==> src/rtl/ps2_mouse_pkg.sv <==
// Shared definitions for the PS/2 mouse packet path: FSM states, byte0
// field positions and small helpers.
package ps2_mouse_pkg;

    typedef enum logic [1:0] {
        WAIT0 = 2'd0,   // waiting for a byte0 with the sync bit set
        GOT0  = 2'd1,   // byte0 held, waiting for the X byte
        GOT1  = 2'd2    // byte0 and byte1 held, waiting for the Y byte
    } state_t;

    // Bit positions inside byte0 of a standard mouse packet.
    localparam int BTN_L = 0;
    localparam int BTN_R = 1;
    localparam int BTN_M = 2;
    localparam int SYNC  = 3;
    localparam int XSIGN = 4;
    localparam int YSIGN = 5;
    localparam int XOVF  = 6;
    localparam int YOVF  = 7;

    // Number of bytes in one packet.
    localparam int PKT_LEN = 3;

    // Increment an 8-bit counter, sticking at all-ones instead of wrapping.
    function automatic logic [7:0] sat_inc8(input logic [7:0] v);
        return (v == 8'hFF) ? v : v + 8'd1;
    endfunction

endpackage

==> src/rtl/ps2_mouse_packet_assembler_timer.sv <==
// Inter-byte timer: clearable, enableable up-counter that pulses
// 'expired' in the cycle it sits on TIMEOUT_CYCLES-1 while enabled.
module ps2_byte_timer #(
    parameter int TIMEOUT_CYCLES = 50000,
    parameter int CNT_W          = 16
) (
    input  logic Clk,
    input  logic Reset,
    input  logic clr,
    input  logic en,
    output logic expired
);

    localparam logic [CNT_W-1:0] LAST = CNT_W'(TIMEOUT_CYCLES - 1);

    logic [CNT_W-1:0] cnt_q;
    logic [CNT_W-1:0] cnt_d;

    assign expired = en && !clr && (cnt_q == LAST);

    // Next count: clear wins, restart after expiry, otherwise count when enabled.
    always_comb begin
        cnt_d = cnt_q;
        if (clr || expired) begin
            cnt_d = '0;
        end else if (en) begin
            cnt_d = cnt_q + CNT_W'(1);
        end
    end

    // Counter register with synchronous reset.
    always_ff @(posedge Clk) begin
        if (Reset) begin
            cnt_q <= '0;
        end else begin
            cnt_q <= cnt_d;
        end
    end

endmodule

==> src/rtl/ps2_mouse_packet_assembler.sv <==
// Assembles 3-byte PS/2 mouse packets from the receiver byte stream, with
// sync recovery, inter-byte timeout, read handshake and error accounting.
module ps2_mouse_packet_assembler
    import ps2_mouse_pkg::*;
#(
    parameter int TIMEOUT_CYCLES = 50000,
    parameter int CNT_W          = 16
) (
    input  logic       Clk,
    input  logic       Reset,
    input  logic [7:0] rx_byte,
    input  logic       rx_valid,
    input  logic       rx_error,
    output logic       left_button,
    output logic       right_button,
    output logic       middle_button,
    output logic [8:0] x_increment,
    output logic [8:0] y_increment,
    output logic       x_overflow,
    output logic       y_overflow,
    output logic       data_ready,
    input  logic       read,
    output logic       overrun,
    output logic [7:0] sync_errors
);

    state_t     state_q, state_d;
    logic [7:0] byte0_q, byte0_d;        // holding registers for the partial packet
    logic [7:0] byte1_q, byte1_d;
    logic [7:0] out_b0_q, out_b0_d;      // committed packet driving the outputs
    logic [7:0] out_b1_q, out_b1_d;
    logic [7:0] out_b2_q, out_b2_d;
    logic       data_ready_q, data_ready_d;
    logic       overrun_q, overrun_d;
    logic [7:0] sync_errors_q, sync_errors_d;

    logic       timer_clr;
    logic       timer_en;
    logic       timer_expired;
    logic       commit;
    logic       err_inc;

    // The timer only runs while a packet is partially received and restarts
    // on every byte, so it measures the gap between consecutive bytes.
    assign timer_clr = rx_valid || rx_error || (state_q == WAIT0);
    assign timer_en  = (state_q != WAIT0);

    ps2_byte_timer #(
        .TIMEOUT_CYCLES (TIMEOUT_CYCLES),
        .CNT_W          (CNT_W)
    ) u_timer (
        .Clk     (Clk),
        .Reset   (Reset),
        .clr     (timer_clr),
        .en      (timer_en),
        .expired (timer_expired)
    );

    // Packet FSM and output update: error beats a byte, a byte beats timeout,
    // and a commit beats a simultaneous read.
    always_comb begin
        state_d       = state_q;
        byte0_d       = byte0_q;
        byte1_d       = byte1_q;
        out_b0_d      = out_b0_q;
        out_b1_d      = out_b1_q;
        out_b2_d      = out_b2_q;
        data_ready_d  = data_ready_q;
        overrun_d     = overrun_q;
        commit        = 1'b0;
        err_inc       = 1'b0;

        if (rx_error) begin
            state_d = WAIT0;
            err_inc = (state_q != WAIT0);
        end else if (rx_valid) begin
            case (state_q)
                WAIT0: begin
                    if (rx_byte[SYNC]) begin
                        state_d = GOT0;
                        byte0_d = rx_byte;
                    end else begin
                        err_inc = 1'b1;
                    end
                end
                GOT0: begin
                    state_d = GOT1;
                    byte1_d = rx_byte;
                end
                GOT1: begin
                    state_d = WAIT0;
                    commit  = 1'b1;
                end
                default: state_d = WAIT0;
            endcase
        end else if (timer_expired) begin
            state_d = WAIT0;
            err_inc = 1'b1;
        end

        if (commit) begin
            out_b0_d     = byte0_q;
            out_b1_d     = byte1_q;
            out_b2_d     = rx_byte;
            data_ready_d = 1'b1;
            if (data_ready_q && !read) begin
                overrun_d = 1'b1;
            end
        end else if (read) begin
            data_ready_d = 1'b0;
        end

        sync_errors_d = err_inc ? sat_inc8(sync_errors_q) : sync_errors_q;
    end

    // State and output registers with synchronous reset.
    always_ff @(posedge Clk) begin
        if (Reset) begin
            state_q       <= WAIT0;
            byte0_q       <= '0;
            byte1_q       <= '0;
            out_b0_q      <= '0;
            out_b1_q      <= '0;
            out_b2_q      <= '0;
            data_ready_q  <= 1'b0;
            overrun_q     <= 1'b0;
            sync_errors_q <= '0;
        end else begin
            state_q       <= state_d;
            byte0_q       <= byte0_d;
            byte1_q       <= byte1_d;
            out_b0_q      <= out_b0_d;
            out_b1_q      <= out_b1_d;
            out_b2_q      <= out_b2_d;
            data_ready_q  <= data_ready_d;
            overrun_q     <= overrun_d;
            sync_errors_q <= sync_errors_d;
        end
    end

    assign left_button   = out_b0_q[BTN_L];
    assign right_button  = out_b0_q[BTN_R];
    assign middle_button = out_b0_q[BTN_M];
    assign x_increment   = {out_b0_q[XSIGN], out_b1_q};
    assign y_increment   = {out_b0_q[YSIGN], out_b2_q};
    assign x_overflow    = out_b0_q[XOVF];
    assign y_overflow    = out_b0_q[YOVF];
    assign data_ready    = data_ready_q;
    assign overrun       = overrun_q;
    assign sync_errors   = sync_errors_q;

endmodule

==> config.mk <==
export PLATFORM = sky130hd
export DESIGN_NAME = ps2_mouse_packet_assembler
export DESIGN_NICKNAME = d
export VERILOG_FILES = /design/src/rtl/ps2_mouse_pkg.sv /design/src/rtl/ps2_mouse_packet_assembler_timer.sv /design/src/rtl/ps2_mouse_packet_assembler.sv
export SDC_FILE = /design/constraint.sdc
export NUM_CORES = 1
export LEC_CHECK = 0
export ABC_AREA = 0
export CORE_MARGIN = 4
export CORE_UTILIZATION = 47
export CTS_CLUSTER_DIAMETER = 50
export DETAILED_ROUTE_END_ITERATION = 8
export PLACE_DENSITY_LB_ADDON = 0.15
export SLEW_MARGIN = 20
export SYNTH_ARGS = -nofsm -noshare
export SYNTH_HDL_FRONTEND = slang
export SYNTH_SLANG_ARGS = --single-unit
==> constraint.sdc <==
create_clock -name Clk -period 2 [get_ports Clk]
set_input_delay 0.2 -clock Clk [delete_from_list [all_inputs] [get_ports Clk]]
set_output_delay 0.2 -clock Clk [all_outputs]
set_load 0.02 [all_outputs]
==> results of run 1 <==
[stage by stage]
stage | instance area, um2 | power, W | cells | utilization
after floorplan | 2640 | 0.00141 | 308 | -
after global placement | 3320 | 0.00147 | 435 | 0.606
after detailed placement | 3320 | 0.00148 | 435 | 0.606
after CTS | 3540 | 0.00263 | 453 | 0.648
after global routing | 3580 | 0.00270 | 454 | 0.654
final | 3580 | 0.00259 | 454 | 0.654
[layout by cell type (no fill, tap or decap), types with 5 or more instances in the layout]
master and count:
clkbuf_8 11, xor2_1 10, mux2i_1 8, nor2_1 32
clkdlybuf4s50_1 44, a21oi_1 36, nand2_1 75, xnor2_1 5
dfxtp_2 5, buf_4 24, dfxtp_1 61
[routing by layer]
metal	global-route usage	routed length [um]	up-vias
li1	-	-	1178
met1	0.224	2750	1048
met2	0.270	2570	38
met3	0.0536	244	8
met4	0.0639	76	0
met5	0	0	-
[state kept, by name, indices dropped and copies added, names as in the netlist]
| signal | count |
|---|---|
| byte1_q | 8 |
| out_b1_q | 8 |
| byte0_q | 7 |
| u_timer.cnt_q | 16 |
| out_b0_q | 7 |
| sync_errors | 8 |
| state_q | 2 |
| overrun | 1 |
| out_b2_q | 8 |
| data_ready | 1 |
[synthesized netlist by cell type, types with 4 or more instances]
cell | n | area share
a21oi_1 | 38 | 0.072
and3_1 | 4 | 0.0095
clkbuf_1 | 11 | 0.016
dfxtp_1 | 66 | 0.50
inv_1 | 4 | 0.0057
mux2i_1 | 8 | 0.030
nand2_1 | 75 | 0.11
nand4_1 | 4 | 0.0095
nor2_1 | 32 | 0.045
o21ai_1 | 6 | 0.011
or3_1 | 6 | 0.014
xnor2_1 | 5 | 0.017
xor2_1 | 10 | 0.033
[cells by family (layout without fill, tap and decap cells)]
family / Yosys count / after routing
buffers and inverters: 18 / 92
adders and majority gates: 2 / 2
AOI/OAI and AO/OA: 53 / 53
muxes: 8 / 8
DFF: 66 / 66
and+or+nand+nor: 146 / 146
xor gates and xnor gates: 15 / 15
[path summary, 6_finish.rpt]
path,end,slack [ps],cells past startpoint
hold / removal,u_timer.cnt_q[1]$_SDFFE_PP0P_,330,5
setup reg to reg,sync_errors[7]$_SDFFE_PP0P_,40,5
hold reg to reg,out_b0_q[4]$_SDFFE_PP0P_,450,2
setup / recovery,sync_errors[7]$_SDFFE_PP0P_,40,5
[area by class of cell]
| type | count | area, um2 |
|---|---|---|
| multi-input cells | 224 | 1280 |
| inverters | 4 | 15.0 |
| clock buffers | 12 | 155 |
| clock inverters | 4 | 50.0 |
| repair buffers | 72 | 662 |
| flip-flops and latches | 66 | 1330 |
| fillers | 490 | 1890 |
| well taps | 72 | 90.1 |
[power by group]
| part | switching [W] | total [W] | internal, W |
|---|---|---|---|
| logic | 0.0000631 | 0.000120 | 0.0000571 |
| clock network | 0.000498 | 0.00114 | 0.000642 |
| registers | 0.00000584 | 0.00133 | 0.00132 |
[repair_timing]
action,CTS,global route
pin swaps,5,12
resized for setup,5,7
cloned,1,0
setup endpoints to repair,4,8
hold buffers,0,0
setup buffers,1,1
[worst reg2reg max path: stages, from the launching register on]
cell and delay (ps):
dfxtp_2 320, or4b_4 540, nor4_4 310, a22oi_2 120
or4b_1 470, a21oi_1 130
==> impl_metrics.toml, run 1 <==
[outcome]
status = "finished, final reports clean"

[die]
fp.dieH_um = 83.0
initial_utilization = 0.483
row_count = 27
die_w_um = 83.0
coreArea_mm2 = 0.00547
die-area_mm2 = 0.00688
pin_count = 46

[routing]
first_pass_iters = 4
post_drt_wl_per_cell_um = 12.4
routed_wl_mm = 5.64
vias_per_cell = 5.00
routed-via-count = 2272
drt_iter0_drc = 103
drcViolationCount = 0
antenna_left = 0

[sta]
max_freq_ghz = 0.511
max-slew-margin-rel = 0.616
whs_ps = 325
post-route-period-util = 0.979
finalCriticalPeriod_ps = 1960
fin_ws_ps = 42.9
setup_tns_ps = 0
rsz0062_at_grt = "true"
drv_slew = 0
tightest_slew_ps = 569
fin_skew_ps = 6.25
hold_viol = 0
setup_viol = 0

[synth]
synth_area_mm2 = 0.00264
yosys_warnings = 0
avgSynthCellArea_um2 = 8.58
synth_top_family_by_area = "simple AND/OR/NAND/NOR gates"
synthXorXnorAreaFrac = 0.0497
synth_edf_count = 0
syn_nets = 323
synth-main-ff-cell = "dfxtp_1"
synth_seq_cells = 66
synth_adder_area_share = 0.00947
synthSimpleGateAreaFrac = 0.262
syn_inst = 308
yosysSeqAreaShare = 0.500
synth_cell_types = 42
synth_compound_area_frac = 0.119
synth.area.mux_share = 0.0303
async_flop_share = 0

[clock_network]
cts_made_buffers = 9
cts_tree = "done"
clock_latency_ps = 330
cts.clk_slew.worst_paths_ps = 70
htreeDepth = 3
cts_root_buf = "clkbuf_8"
clockBufferDepth = 2
clkSinkCount = 66

[critical_path]
end_kind = "flop"
worstPathCellList = "or4b_4 -> nor4_4 -> a22oi_2 -> or4b_1 -> a21oi_1"
path_delay_family = "simple AND/OR/NAND/NOR gates"
critPathBufInv = 0
reg2reg_from = "u_timer.cnt_q[10]$_SDFFE_PP0P_"
critPathKind = "flop to flop"
startpoint = "u_timer.cnt_q[10]$_SDFFE_PP0P_"
crit_slowest_cell = "or4b_4"
crit_fanout = 3
cpPeakStageDelay_ps = 540
crit_required_ps = 2260
start_kind = "flop"
arrival_ps = 2220

[job]
drv_cap = 0

[hold_path]
hold_path_startpoint = "Reset"
hold_path_class = "input pin to flop"

[power]
leakagePower_nw = 1.28
p_per_area_mw_per_mm2 = 724
peakVddDrop_mv = 0.502

[grt]
grt_pass1_vias = 2168
track_usage = 0.173
grt_pass1_wl_mm = 9.81
grt_start_max_net_pins = 51
antenna_found_initial = 0
grt.overflow.total = 0

[place]
place_ws_ps = 0.595
place_congestion = 0.787
hpwl_mm = 3.88
port_buffers = 45

[finish]
layout.nets = 392
syn2layout_area_growth_pct = 35.5
n_antenna_cell = 0
final_layout_size_suffix_gt1_frac = 0.165
Power figures use the tool's default switching activity.
==> run 2: changes to the inputs <==
--- a/config.mk
+++ b/config.mk
@@ -6,6 +6,7 @@
 export NUM_CORES = 1
 export LEC_CHECK = 0
 export ABC_AREA = 0
+export CORE_ASPECT_RATIO = 0.6
 export CORE_MARGIN = 4
 export CORE_UTILIZATION = 47
 export CTS_CLUSTER_DIAMETER = 50
==> constraint.sdc (replaced) <==
create_clock -name Clk -period 1.6 [get_ports Clk]
set_input_delay 0.16 -clock Clk [delete_from_list [all_inputs] [get_ports Clk]]
set_output_delay 0.16 -clock Clk [all_outputs]
set_load 0.02 [all_outputs]
==> run 2 against run 1 <==
Compared with the run above: the run now ends with negative setup slack left; wire length grew 15%; worst hold slack better by 130 ps; die area increased by 0.57%; critical path type unchanged; first-iteration DRC count decreased by 14%; sequential power rose by 25%.
==> impl_metrics.toml, run 2 (synthesized netlist as in run 1, its figures left out) <==
[grt]
grt_pass1_vias = 2276
grt_start_max_net_pins = 31
use_met1 = 0.285
top_usage_layer = "met1"
grt.overflow.total = 0
met3_usage = 0.0722
use_met2 = 0.284
grt_pass1_wl_mm = 10.8
antenna_found_initial = 0
track_usage = 0.199

[routing]
routed-via-count = 2379
post_drt_wl_per_cell_um = 13.7
drt_iter0_drc = 89
routed_wl_mm = 6.49
vias_per_cell = 5.03
antenna_left = 0
drcViolationCount = 0
first_pass_iters = 4

[finish]
fillers = 411
largest_register_ffs = 16
final_layout_size_suffix_gt1_frac = 0.243
regArea_mm2 = 0.00133
design_area_mm2 = 0.00384
final_common_cell = "nand2_1"
n_antenna_cell = 0
layout_common_cells = "nand2_1 (74), dfxtp_1 (62), buf_4 (47), clkdlybuf4s50_1 (39), a21oi_1 (37)"
syn2layout_area_growth_pct = 45.5
multi_input_area_mm2 = 0.00135
largest_register = "u_timer.cnt_q"
layout.nets = 417

[hold_path]
hold_path_class = "flop to flop"
hold_path_end = "out_b2_q[7]$_SDFFE_PP0P_"
hold_path_startpoint = "out_b2_q[7]$_SDFFE_PP0P_"
worstHoldPathCells = 2

[power]
p_clk_frac = 0.397
pwr-share-seq = 0.548
power_switching_w = 0.000703
leakagePower_nw = 1.50
p_per_area_mw_per_mm2 = 789
swShare = 0.232
p_int_w = 0.00233
peakVddDrop_mv = 0.547
pwr-share-comb = 0.055

[clock_network]
cts_tree = "done"
clkSinkCount = 66
cts_root_buf = "clkbuf_8"
cts_made_buffers = 9
clock_latency_ps = 340
clockBufferDepth = 2
cts_hold_repair.buffers = 0
htreeDepth = 3
cts.clk_slew.worst_paths_ps = 70

[critical_path]
crit_required_ps = 1870
arrival_ps = 2230
rr_worst_depth = 6
start_kind = "flop"
r2r_setup_slack_ps = -360
end_kind = "flop"
crit_fanout = 2
reg2reg_from = "u_timer.cnt_q[0]$_SDFFE_PP0P_"
critPathKind = "flop to flop"
r2r_end = "sync_errors[7]$_SDFFE_PP0P_"

[place]
place_congestion = 0.781
place_area_mm2 = 0.00354
hpwl_mm = 4.71
port_buffers = 45

[sta]
drv_slew = 0
fin_skew_ps = 6.40
fin_ws_ps = -358
finalCriticalPeriod_ps = 1960
max-slew-margin-rel = 0.766
whs_ps = 453
max_freq_ghz = 0.511
rsz0062_at_grt = "true"
post-route-period-util = 1.22
setup_tns_ps = -6860
setup_viol = 26
tightest_slew_ps = 347
hold_viol = 0

[die]
fp.dieH_um = 66.1
initial_utilization = 0.503
row_count = 20
coreArea_mm2 = 0.00526
pin_count = 46
die-area_mm2 = 0.00692
die_w_um = 105

[outcome]
status = "finished, violations left"
violations = "negative setup slack"

[job]
drv_cap = 0
==> run 2: final cells by class <==
| type | instances | area share |
|---|---|---|
| well taps | 66 | 0.0215 |
| clock inverters | 5 | 0.00781 |
| repair buffers | 97 | 0.234 |
| inverters | 4 | 0.00391 |
| multi-input cells | 224 | 0.351 |
| clock buffers | 11 | 0.0368 |
| flip-flops and latches | 66 | 0.346 |
==> run 2: metrics by stage <==
stage	total power, W	worst slack [ps]	util	std cells
floorplan	0.00177	-275	-	308
global placement	0.00185	-296	0.673	453
detailed placement	0.00186	-343	0.673	453
CTS	0.00307	-337	0.710	470
global route	0.00316	-449	0.731	473
finish	0.00303	-358	0.731	473
==> run 2: how the worst max path moves through the flow <==
stage,start,end,slack (ps),depth (start not counted)
floorplan,u_timer.cnt_q[1]$_SDFFE_PP0P_,sync_errors[7]$_SDFFE_PP0P_,-270,6
global placement,rx_error,sync_errors[6]$_SDFFE_PP0P_,-300,7
detailed placement,rx_error,sync_errors[4]$_SDFFE_PP0P_,-340,7
CTS,u_timer.cnt_q[0]$_SDFFE_PP0P_,sync_errors[4]$_SDFFE_PP0P_,-340,7
global route,u_timer.cnt_q[0]$_SDFFE_PP0P_,sync_errors[4]$_SDFFE_PP0P_,-450,7
finish,u_timer.cnt_q[0]$_SDFFE_PP0P_,sync_errors[7]$_SDFFE_PP0P_,-360,6
==> run 2: worst max-delay path: stages, from the launching register on <==
cell and delay (ps):
dfxtp_2 360, ha_4 140, or3b_4 380, nor4_4 290, a22oi_2 100, or4b_1 500, a21oi_2 120
==> run 2: power by group through the flow <==
| stage | Clock [W] | Sequential (W) | Combinational [W] |
|---|---|---|---|
| after floorplan | 0 | 0.00170 | 0.0000626 |
| after global placement | 0 | 0.00170 | 0.000156 |
| after detailed placement | 0 | 0.00170 | 0.000158 |
| after CTS | 0.00125 | 0.00166 | 0.000160 |
| after global routing | 0.00132 | 0.00166 | 0.000179 |
| final | 0.00121 | 0.00166 | 0.000166 |
==> run 2: timing repair <==
action                                  4_1_cts  5_1_grt
endpoints found under the setup margin       28       30
cloned                                        0        1
buffers inserted                              2        2
gates resized for setup                       5       23
pin swaps                                     4        4
==> run 2: metal layers <==
metal	part of all wire	wire length, um
met5	0	0
met3	0.063	406
met2	0.42	2730
met1	0.51	3320
met4	0.0054	35
==> run 3: changes to the inputs <==
--- a/config.mk
+++ b/config.mk
@@ -6,7 +6,6 @@
 export NUM_CORES = 1
 export LEC_CHECK = 0
 export ABC_AREA = 0
-export CORE_ASPECT_RATIO = 0.6
 export CORE_MARGIN = 4
 export CORE_UTILIZATION = 47
 export CTS_CLUSTER_DIAMETER = 50
==> run 3 against run 2 <==
Compared with the run above: final cell count rose by 1.5%; sequential power is essentially flat; the flow still finishes with violations (negative setup slack); wire length increased by 0.71%; clock power rose by 29%; combinational power is 4% lower; utilization fell by 0.58 points; die area decreased by 0.56%; power grew 12%; first-iteration DRC count increased by 11%; via count increased by 2.6%.
==> impl_metrics.toml, run 3 (synthesized netlist as in run 1, its figures left out) <==
[critical_path]
critPathKind = "flop to flop"
arrival_ps = 2210
path_delay_family = "simple AND/OR/NAND/NOR gates"
cpPeakStageDelay_ps = 380
worstPathCellList = "ha_4 -> or3b_4 -> nor4_4 -> a22oi_2 -> buf_4 -> or3_1 -> a21oi_1"
critPathBufInv = 1
crit_required_ps = 1870
end_kind = "flop"
start_kind = "flop"
crit_fanout = 13
crit_slowest_cell = "or3b_4"

[die]
initial_utilization = 0.483
pin_count = 46
fp.dieH_um = 83.0
die-area_mm2 = 0.00688
coreArea_mm2 = 0.00547
die_w_um = 83.0
row_count = 27

[hold_path]
hold_path_class = "input pin to flop"

[clock_network]
cts_hold_repair.buffers = 0
clockBufferDepth = 2
cts_root_buf = "clkbuf_8"
cts.clk_slew.worst_paths_ps = 70
clock_latency_ps = 350
cts_made_buffers = 9
htreeDepth = 3
cts_tree = "done"
clkSinkCount = 66

[sta]
rsz0062_at_grt = "true"
whs_ps = 338
tightest_slew_ps = 515
setup_tns_ps = -7000
max-slew-margin-rel = 0.656
fin_ws_ps = -338
fin_skew_ps = 6.95
hold_viol = 0
max_freq_ghz = 0.516
post-route-period-util = 1.21
setup_viol = 26
drv_slew = 0
finalCriticalPeriod_ps = 1940

[routing]
post_drt_wl_per_cell_um = 13.6
first_pass_iters = 4
antenna_left = 0
routed_wl_mm = 6.54
drt_iter0_drc = 99
routed-via-count = 2442
vias_per_cell = 5.09
drcViolationCount = 0

[grt]
grt_pass1_vias = 2243
grt.overflow.total = 0
track_usage = 0.184
grt_pass1_wl_mm = 10.4
grt_start_max_net_pins = 51
antenna_found_initial = 0

[outcome]
violations = "negative setup slack"
status = "finished, violations left"

[power]
swShare = 0.217
p_clk_frac = 0.462
p_int_w = 0.00265
peakVddDrop_mv = 0.698
pwr-share-comb = 0.047
power_switching_w = 0.000733
p_per_area_mw_per_mm2 = 852
fin_total_pwr_w = 0.00338
pwr-share-seq = 0.491
leakagePower_nw = 1.56

[place]
place_ws_ps = -327
hpwl_mm = 4.41
place_congestion = 0.851
port_buffers = 45

[finish]
final_layout_size_suffix_gt1_frac = 0.267
fillers = 422
largest_register_ffs = 16
n_antenna_cell = 0
fin_util = 0.726
largest_register = "u_timer.cnt_q"
layout.nets = 418
regArea_mm2 = 0.00133
syn2layout_area_growth_pct = 50.4
multi_input_area_mm2 = 0.00141
layout_common_cells = "nand2_1 (74), dfxtp_1 (62), buf_4 (50), a21oi_1 (37), clkdlybuf4s50_1 (37)"
final_common_cell = "nand2_1"

[job]
drv_cap = 0
-- run 3: layout make-up --
type	instances	share of cell area
sequential	66	0.335
multi-input combinational	224	0.356
timing repair buffer	98	0.226
clock buffer	10	0.0347
inverter	4	0.00378
clock inverter	6	0.0227
tap	72	0.0227
-- run 3: through the flow --
step                      std cells  instance area [um2]
after floorplan                 308                 2680
after global placement          460                 3550
after detailed placement        460                 3550
after CTS                       478                 3800
after global routing            480                 3970
final                           480                 3970
-- run 3: repair_timing --
| item | 4_1_cts | 5_1_grt |
|---|---|---|
| gates cloned | 0 | 1 |
| resized for setup | 5 | 37 |
| setup buffers | 2 | 1 |
| pin swaps | 3 | 5 |
| setup endpoints to repair | 28 | 31 |
-- run 3: power groups by stage --
stage / Sequential, W / Combinational, W / Clock, W
6_report: 0.00166 / 0.000160 / 0.00156
5_1_grt: 0.00166 / 0.000171 / 0.00168
4_1_cts: 0.00166 / 0.000154 / 0.00159
3_5_place_dp: 0.00170 / 0.000153 / 0
3_3_place_gp: 0.00170 / 0.000152 / 0
2_1_floorplan: 0.00170 / 0.0000626 / 0
-- run 3: final timing paths --
| kind | from | to | slack, ps | cells past startpoint |
|---|---|---|---|---|
| worst max-delay path | u_timer.cnt_q[0]$_SDFFE_PP0P_ | sync_errors[4]$_SDFFE_PP0P_ | -340 | 7 |
| worst min-delay path | Reset | u_timer.cnt_q[0]$_SDFFE_PP0P_ | 340 | 5 |
| worst max register to register | u_timer.cnt_q[0]$_SDFFE_PP0P_ | sync_errors[4]$_SDFFE_PP0P_ | -340 | 7 |
| worst min register to register | byte1_q[0]$_SDFFE_PP0P_ | out_b1_q[0]$_SDFFE_PP0P_ | 450 | 2 |
-- run 3: metal layers --
layer,vias to the layer above,share of wire,track usage
met3,12,0.042,0.0496
met2,46,0.49,0.298
met4,0,0.019,0.0877
met1,1144,0.45,0.227
li1,1240,-,-
met5,-,0,0
-- run 3: worst min-delay path, delay by kind of cell --
kind	cells	cell delay (ps)
buffers and inverters	2	280
AND/OR/NAND/NOR	3	200
